<file path="src/rtl/dmi_arbiter.sv">
`default_nettype none
// ============================================================================
// Module      : dmi_arbiter
// Description : Two-requester round-robin arbiter in front of a single DMI
//               port. One transaction outstanding at a time; fixed read
//               latency of RD_LAT cycles from the DMI strobe to read data.
// Revision    : 1.0 - initial release
// ============================================================================
module dmi_arbiter #(
  parameter int RD_LAT = 1
) (
  input  logic        clk,
  input  logic        reset,
  // requester 0
  input  logic        m0_req_valid,
  output logic        m0_req_ready,
  input  logic        m0_req_wr,
  input  logic [6:0]  m0_req_addr,
  input  logic [31:0] m0_req_wdata,
  output logic        m0_resp_valid,
  output logic [31:0] m0_resp_rdata,
  // requester 1
  input  logic        m1_req_valid,
  output logic        m1_req_ready,
  input  logic        m1_req_wr,
  input  logic [6:0]  m1_req_addr,
  input  logic [31:0] m1_req_wdata,
  output logic        m1_resp_valid,
  output logic [31:0] m1_resp_rdata,
  // DMI side
  output logic        dmi_valid,
  output logic        dmi_wr,
  output logic [6:0]  dmi_addr,
  output logic [31:0] dmi_wdata,
  input  logic [31:0] dmi_rdata,
  // status
  output logic        busy,
  output logic        grant
);

  localparam logic [3:0] CNT_LOAD = 4'(RD_LAT);

  typedef enum logic [1:0] {
    IDLE  = 2'd0,
    ISSUE = 2'd1,
    WAIT  = 2'd2,
    RESP  = 2'd3
  } state_t;

  state_t     state;
  state_t     state_next;
  logic [3:0] cnt;
  logic       last_grant;
  logic       accept;
  logic       accept_m1;

  assign accept    = (m0_req_valid & m0_req_ready) | (m1_req_valid & m1_req_ready);
  assign accept_m1 = m1_req_valid & m1_req_ready;

  // Next-state logic and the combinational ready/arbitration decision.
  always_comb begin
    state_next   = state;
    m0_req_ready = 1'b0;
    m1_req_ready = 1'b0;
    case (state)
      IDLE: begin
        if (m0_req_valid && m1_req_valid) begin
          // Round-robin: the requester that did not win last time goes now.
          m0_req_ready = last_grant;
          m1_req_ready = ~last_grant;
        end else begin
          m0_req_ready = m0_req_valid;
          m1_req_ready = m1_req_valid;
        end
        if (reset) begin
          m0_req_ready = 1'b0;
          m1_req_ready = 1'b0;
        end
        if (m0_req_ready || m1_req_ready) state_next = ISSUE;
      end
      ISSUE:   state_next = dmi_wr ? RESP : WAIT;
      WAIT:    if (cnt == 4'd1) state_next = RESP;
      RESP:    state_next = IDLE;
      default: state_next = IDLE;
    endcase
  end

  // State register.
  always_ff @(posedge clk) begin
    if (reset) state <= IDLE;
    else       state <= state_next;
  end

  // Registered outputs, captured request fields, latency counter and grant.
  always_ff @(posedge clk) begin
    if (reset) begin
      cnt           <= 4'd0;
      last_grant    <= 1'b1;
      grant         <= 1'b0;
      busy          <= 1'b0;
      dmi_valid     <= 1'b0;
      dmi_wr        <= 1'b0;
      dmi_addr      <= 7'd0;
      dmi_wdata     <= 32'd0;
      m0_resp_valid <= 1'b0;
      m1_resp_valid <= 1'b0;
      m0_resp_rdata <= 32'd0;
      m1_resp_rdata <= 32'd0;
    end else begin
      dmi_valid     <= 1'b0;
      m0_resp_valid <= 1'b0;
      m1_resp_valid <= 1'b0;
      busy          <= (state_next != IDLE);

      // Handshake: latch the winner's fields; they drive DMI next cycle and
      // then hold until the following transaction.
      if (accept) begin
        grant      <= accept_m1;
        last_grant <= accept_m1;
        dmi_valid  <= 1'b1;
        dmi_wr     <= accept_m1 ? m1_req_wr    : m0_req_wr;
        dmi_addr   <= accept_m1 ? m1_req_addr  : m0_req_addr;
        dmi_wdata  <= accept_m1 ? m1_req_wdata : m0_req_wdata;
      end

      case (state)
        ISSUE: begin
          if (dmi_wr) begin
            // Writes complete immediately with zero read data.
            if (grant) begin
              m1_resp_valid <= 1'b1;
              m1_resp_rdata <= 32'd0;
            end else begin
              m0_resp_valid <= 1'b1;
              m0_resp_rdata <= 32'd0;
            end
          end else begin
            cnt <= CNT_LOAD;
          end
        end
        WAIT: begin
          // cnt reaches 1 exactly RD_LAT cycles after the DMI strobe.
          if (cnt == 4'd1) begin
            cnt <= 4'd0;
            if (grant) begin
              m1_resp_valid <= 1'b1;
              m1_resp_rdata <= dmi_rdata;
            end else begin
              m0_resp_valid <= 1'b1;
              m0_resp_rdata <= dmi_rdata;
            end
          end else begin
            cnt <= cnt - 4'd1;
          end
        end
        default: ;
      endcase
    end
  end

endmodule
`default_nettype wire

</file>
<file path="config.mk">
export PLATFORM = sky130hd
export DESIGN_NAME = dmi_arbiter
export DESIGN_NICKNAME = d
export VERILOG_FILES = /design/src/rtl/dmi_arbiter.sv
export SDC_FILE = /design/constraint.sdc
export NUM_CORES = 1
export LEC_CHECK = 0
export ABC_AREA = 1
export CAP_MARGIN = 10
export CORE_MARGIN = 2
export CORE_UTILIZATION = 42
export CTS_CLUSTER_SIZE = 28
export DETAILED_ROUTE_END_ITERATION = 8
export GPL_TIMING_DRIVEN = 0
export PLACE_DENSITY = 0.74
export SETUP_SLACK_MARGIN = 0.15
export SYNTH_ARGS = -nofsm -noshare
export SYNTH_HDL_FRONTEND = slang
export SYNTH_SLANG_ARGS = --single-unit
</file>
<file path="constraint.sdc">
create_clock -name clk -period 3.2 [get_ports clk]
set_input_delay 0.96 -clock clk [delete_from_list [all_inputs] [get_ports clk]]
set_output_delay 0.96 -clock clk [all_outputs]
set_load 0.005 [all_outputs]
</file>
=== Yosys cells after proc, flatten, opt, wreduce, memory -nomap -nowiden ===
Cells that the tools add are included.

* Bits of input ports: 116
* Register bits: 116
* Logic and storage cells: 74

* Bitwise logic cells: 4
* Multiplexer cells: 37
* Equal/unequal tests: 11
* $add $sub $neg: 1
* Reduce and logical (&&, ||, !) cells: 8

{| class="wikitable"
|+ Operators by type and width
! cell !! count
|-
| 32-bit two-way mux || 9
|-
| 32-bit one-hot mux with 2 select lines || 2
|-
| 1-bit two-way mux || 17
|-
| 2-bit != test (second input constant) || 7
|-
| 5-bit AND reduction || 2
|-
| 4-bit two-way mux || 2
|-
| 2-bit one-hot mux with 4 select lines || 1
|-
| 4-bit one-hot mux with 2 select lines || 1
|-
| 7-bit two-way mux || 1
|-
| 2-bit equality test (second input constant) || 2
|-
| 4-bit by 1-bit equality test with 1-bit output (second input constant) || 1
|-
| 2-bit two-way mux || 2
|-
| 1-bit one-hot mux with 2 select lines || 2
|-
| 2-bit nonzero test || 2
|-
| 4-bit by 1-bit subtractor with 4-bit output (second input constant) || 1
|-
| 1-bit AND || 2
|-
| 2-bit by 1-bit equality test with 1-bit output (second input constant) || 1
|-
| 2-bit zero test || 1
|-
| 2-bit AND reduction || 1
|-
| 1-bit logical AND || 1
|-
| 1-bit logical OR || 1
|-
| 1-bit NOT || 1
|-
| 1-bit OR || 1
|}

=== Depth between registers and ports, before layout ===
* Word-level depth: 8
* Mapped depth: 10
* Depth with buffers taken out: 9

=== Worst setup path before layout ===
Ideal clock, no wire load.

* Kind: input -> output
* Start: input reset
* End: output m1_req_ready
* Required time: 2240 ps
* Data arrival time: 1497 ps
* Path buffers: 2
* Path slack: 743 ps
* Stages on the path: 5
* Path through: buf_6 > inv_6 > nand2_4 > nor2_4 > buf_4

* Word-level cells in the longest chain between the ends: 3

{| class="wikitable"
|+ RTL lines
! element !! line !! source
|-
| from (decl) || 13 || <nowiki>input logic reset,</nowiki>
|-
| 1-bit two-way mux || 75 || <nowiki>if (reset) begin</nowiki>
|-
| 1-bit two-way mux (2 in a row) || 65 || <nowiki>case (state)</nowiki>
|-
| to (decl) || 24 || <nowiki>output logic m1_req_ready,</nowiki>
|}

Every way passes these cells. The select of a mux whose other input is x is not followed.

=== Worst setup path in the final report ===
* Start: input m1_req_valid
* End: output m1_req_ready

* Word-level cells in the longest chain between the ends: 5

{| class="wikitable"
|+ RTL lines
! element !! line !! source
|-
| from (decl) || 23 || <nowiki>input logic m1_req_valid,</nowiki>
|-
| 1-bit logical AND || 67 || <nowiki>if (m0_req_valid && m1_req_valid) begin</nowiki>
|-
| 1-bit two-way mux * || 67 ||
|-
| 1-bit two-way mux * || 75 ||
|-
| 1-bit two-way mux * (2 in a row) || 65 ||
|}

Every way passes the cells marked *; elsewhere a longest branch is shown, timed or not. The select of a mux whose other input is x is not followed.

==> metrics <==
routed len/inst=12.8 um; Fmax achieved=364 MHz; die width=120 um; first-pass GRT wire length=26,500 um; layout cells sized above 1=0.0781; Int Power=4.66 mW; synth unique cells=24; Ports=227; wire length on met1=7160 um; leak pwr=4.41 nW; clock sink total=116; Comb pwr share=0.452; DRT Pass-1 Iters=5; antenna violations before repair=1; Area growth syn-to-layout=54.1%; Post-CTS Hold Buffers=0; Final Hold Viols=0; fin crit share=0.858; CP startpoint kind=input pin; Clock transition at path regs=0.05 ns; Crit Path Max Fanout=3; Max VDD drop=398 uV; Final setup viols=0; Max clock buf depth=2; Synth top area share=0.410; crit path time final=2.75 ns; Area contributors post-synth=dfxtp_1, nand2_1, inv_1, nor2_1, a21oi_1; CTS H-Tree Depth=4; Seq pwr share=0.295; CP required=2.24 ns; Post-DRT Antenna Nets=0; cts bufs inserted=17; max cap viols=0; status=finished clean; final worst slack=0.454 ns; slew margin rel.=0.628; pre-CTS WS=-0.235 ns; initial core utilization=0.429; port bufs=225; critical path class=in -> out; vias in the first global route=5,586; R2R Setup Slk=1.52 ns; die area=0.0144 sq mm; top sig layer=met4; post-route DRC violation count=0; Layout Nets=1,250; sequential-to-total area share from yosys stat=0.410; die span in y=120 um; post-layout util=0.662; largest net degree at the start of global routing=17; Yosys reg bits=116; dpl hpwl=12,400 um; Placer Congestion=0.823; clock share of power=0.253; Arr. time, crit path=1.79 ns; GRT Overall Usage=0.233; total power=7.25 mW; DR iter-0 viols=289; latest clock arrival within the worst-skew pair=0.41 ns; CTS tree=yes; Hold Crit Class=reg -> reg; grt total ovfl=0; Psw=2.59 mW; core region area=0.0132 sq mm; syn_nets=1,004; Cell Pwr Density=831 mW/mm^2; YS warnings=0; vias=5,935; Detailed Route WL=16,900 um; Slew Limit Fails=0; Root Buffer=clkbuf_16; Vias/cell=4.51; Mapped Area=0.00566 sq mm; Critical Path End Type=primary output; Final Skew=0.00729 ns; Met2 Wirelength=7940 um; area leader, netlist=dfxtp_1; worst slew pin tran=0.558 ns; sw frac=0.357; cell count after synthesis=882; Syn Area/Cell=6.42 sq um; RSZ-0062 raised after global routing=no; met3 WL post-DR=1530 um; FP Rows=42
[kinds of logic (layout without fill, tap and decap cells)]
kind of cell    count (synthesis)  count (layout)  share of synthesized area
simple gates                  472             472                      0.340
buf+inv                       215             473                      0.171
flops                         116             116                      0.410
compound gates                 73              73                     0.0658
fa+ha+maj                       6               6                     0.0133
other cells                     0               1                          0
[cells in the mapped netlist, drive strengths merged]
cell type / n
a211oi: 1
a21oi: 68
buf: 44
clkbuf: 5
dfxtp: 116
ha: 6
inv: 166
nand2: 287
nand3: 67
nand4: 2
nor2: 116
o211ai: 2
o21ai: 2
[cell usage in the layout, fill, tap and decap left out]
cell type,count
a21oi_1,68
o211ai_1,2
nor2_1,112
bufinv_16,2
buf_4,8
buf_6,15
nor2_2,1
nand2_4,3
clkinv_2,7
clkbuf_16,17
clkdlybuf4s50_1,221
buf_1,3
diode_2,1
clkbuf_8,2
nand3_2,1
ha_1,6
clkinvlp_4,2
nor2_4,3
a211oi_1,1
nand4_1,2
nand3_1,66
clkdlybuf4s15_1,1
inv_1,164
nand2_2,6
o21ai_1,1
dlygate4sd2_1,2
dlymetal6s2s_1,1
nand2_1,278
o21ai_0,1
inv_4,1
buf_2,20
dfxtp_1,116
clkbuf_1,6
inv_6,1
[final cells by class]
| cell class | count | area (sq um) |
|---|---|---|
| Inverter | 166 | 631 |
| Buffer | 49 | 344 |
| Clock buffer | 20 | 457 |
| Timing Repair Buffer | 227 | 2270 |
| Fill cell | 1216 | 4460 |
| Antenna cell | 1 | 2.50 |
| Multi-Input combinational cell | 551 | 2380 |
| Clock inverter | 11 | 110 |
| Tap cell | 176 | 220 |
| Sequential cell | 116 | 2320 |
[timing repair]
item | 4_1_cts | 5_1_grt
buffers inserted | 2 | 0
gates resized for setup | 5 | 3
pin swaps | 2 | 0
endpoints found under the hold margin | 0 | 0
gates cloned | 0 | 0
setup endpoints to repair | 2 | 1
[per-stage QoR]
step | area (sq um) | std cells | setup TNS, ns | hold WS, ns
after floorplan | 5660 | 882 | 0 | 0.447
after global placement | 8140 | 1283 | -0.302 | 0.460
after detailed placement | 8140 | 1283 | -0.258 | 0.467
after CTS | 8720 | 1316 | 0 | 0.482
after global routing | 8730 | 1317 | 0 | 0.508
final | 8730 | 1317 | 0 | 0.479
[path summary, 6_finish.rpt]
| kind | from | to | depth (start not counted) |
|---|---|---|---|
| setup / recovery | m1_req_valid | m1_req_ready | 5 |
| hold / removal | m0_resp_rdata[27] | m0_resp_rdata[27] | 2 |
| setup reg to reg | state[0] | dmi_addr[3] | 8 |
| hold reg to reg | m0_resp_rdata[27] | m0_resp_rdata[27] | 2 |
[metal layers]
| metal | up-vias | global-route usage |
|---|---|---|
| met3 | 19 | 0.0908 |
| met2 | 207 | 0.397 |
| met1 | 2606 | 0.269 |
| li1 | 3103 | - |
| met4 | 0 | 0.0735 |
| met5 | - | 0 |
[sequential cells by signal, indices dropped and copies added, names as in the netlist]
| signal | count |
|---|---|
| dmi_valid | 1 |
| m0_resp_valid | 1 |
| m0_resp_rdata | 32 |
| dmi_wr | 1 |
| dmi_addr | 7 |
| m1_resp_rdata | 32 |
| m1_resp_valid | 1 |
| last_grant | 1 |
| busy | 1 |
| grant | 1 |
| dmi_wdata | 32 |
| state | 2 |
| cnt | 4 |
[worst max-delay path: stages]
cell	delay (ns)
dlygate4sd2_1	0.29
nand2_4	0.09
nor2_4	0.10
buf_6	0.11
dlygate4sd2_1	0.23
[power by group through the flow]
stage	Combinational [mW]	Clock, mW	Sequential (mW)
2_1_floorplan	1.79	0	2.18
3_3_place_gp	3.23	0	2.15
3_5_place_dp	3.27	0	2.16
4_1_cts	3.30	1.86	2.14
5_1_grt	3.67	1.92	2.20
6_report	3.28	1.83	2.14
Note: power is estimated with default switching activity, not from simulation.
==> patch (same settings) <==
Re-encode `state_t` (4 states) as one-hot, 4 bits wide.
--- a/src/rtl/dmi_arbiter.sv
+++ b/src/rtl/dmi_arbiter.sv
@@ -40,11 +40,11 @@
 
   localparam logic [3:0] CNT_LOAD = 4'(RD_LAT);
 
-  typedef enum logic [1:0] {
-    IDLE  = 2'd0,
-    ISSUE = 2'd1,
-    WAIT  = 2'd2,
-    RESP  = 2'd3
+  typedef enum logic [3:0] {
+    IDLE  = 4'b0001,
+    ISSUE = 4'b0010,
+    WAIT  = 4'b0100,
+    RESP  = 4'b1000
   } state_t;
 
   state_t     state;
Function: no difference found for any inputs over 4 cycles, from zero or initial values and one cycle with reset high; so few cycles prove little.
==> patch against the unedited design <==
- final area decreased by 5.0%
- critical path depth is 3 higher
- setup slack lost 260 ps
- routed wire length grew 2.5%
- clock skew shrank 0.99 ps
- via count shrank 2.5%
- sequential cell count rose by 2
- synthesized area shrank 8.3%
- maximum frequency decreased by 8.8%
- count of clock-buffer cells in the layout increased by 1
- critical path type unchanged
- critical endpoint unchanged
Power is not compared: it rests on default switching activity, and its combinational part moved more than twofold at a synthesized area within 25%.
==> patch: results (changes against the unedited design) <==
Outcome
  – Status: finished, final reports clean

Worst setup path
  – Worst r2r src: state[1]
  – Largest stage delay on the critical path: 230 ps (-60 ps)
  – Maximum fanout along the worst path: 4 (+1)
  – Worst Path Arrival: 2050 ps (+260 ps)

Clocking
  – Post-cts sizing count: 14 (+9)

Drt
  – Final wirelength: 17.31 mm (+2.5%)
  – Met2 wire len: 8.161 mm (+2.8%)
  – DR WL/cell: 14.76 µm (+15%)
  – WL met3: 1.811 mm (+18%)
  – Via count: 5,788 (-2.5%)

Layout
  – Non-clk buf share: 0.3173 (+0.01816)
  – Number of sequential cells: 118 (+1.7%)
  – Share of layout cells above drive strength 1: 0.08159 (+0.003522)
  – #MultiIn Comb: 510 (-7.4%)
  – Clk tree area frac: 0.06940 (+0.004475)
  – CLK BUF: 21 (+5.0%)
  – Antenna Cells: 0 (-1)

Synth
  – Distinct cells, synth: 22 (-8.3%)
  – Post-synthesis average cell area: 7.009 µm² (+9.1%)
  – Synth cell count leaders: nand2_1, dfxtp_1, a21oi_1, nand3_1, nor2_1

GRT
  – Met2 Use GR: 0.4431 (+0.04577)
  – Global-route usage over all layers: 0.2670 (+0.03365)

Timing
  – Clk_skew: 6.297 ps (-0.9908 ps)
  – Hold slack: 467.3 ps (-11.87 ps)

Power
  – Total power: 4.061 mW
==> patch: cell count changes after synthesis, sizes merged, moves of 4 or more <==
cell / before / now
inv: 166 / 54
nand3: 67 / 109
a21oi: 68 / 110
nand2: 287 / 161
or2: 0 / 4
nor2: 116 / 80
clkbuf: 5 / 21
ha: 6 / 2
o21ai: 2 / 41
buf: 44 / 38
==> patch: kinds of logic after synthesis <==
family	Yosys count	share of synthesized area
AO/OA/AOI/OAI	151	0.1477
buffers and inverters	113	0.1012
adder cells (fa/ha/maj)	2	0.004817
flip-flops	118	0.4548
XOR/XNOR	1	0.001687
AND/OR/NAND/NOR	356	0.2898
==> patch: metrics by stage <==
stage                     cell area, µm²  utilization  setup slack [ps]
after floorplan                     5194            -             581.0
after global placement              7666       0.6356            -667.4
after detailed placement            7666       0.6356            -694.8
after CTS                           8279       0.6864             152.8
after global routing                8293       0.6876             113.5
final                               8293       0.6876             189.7
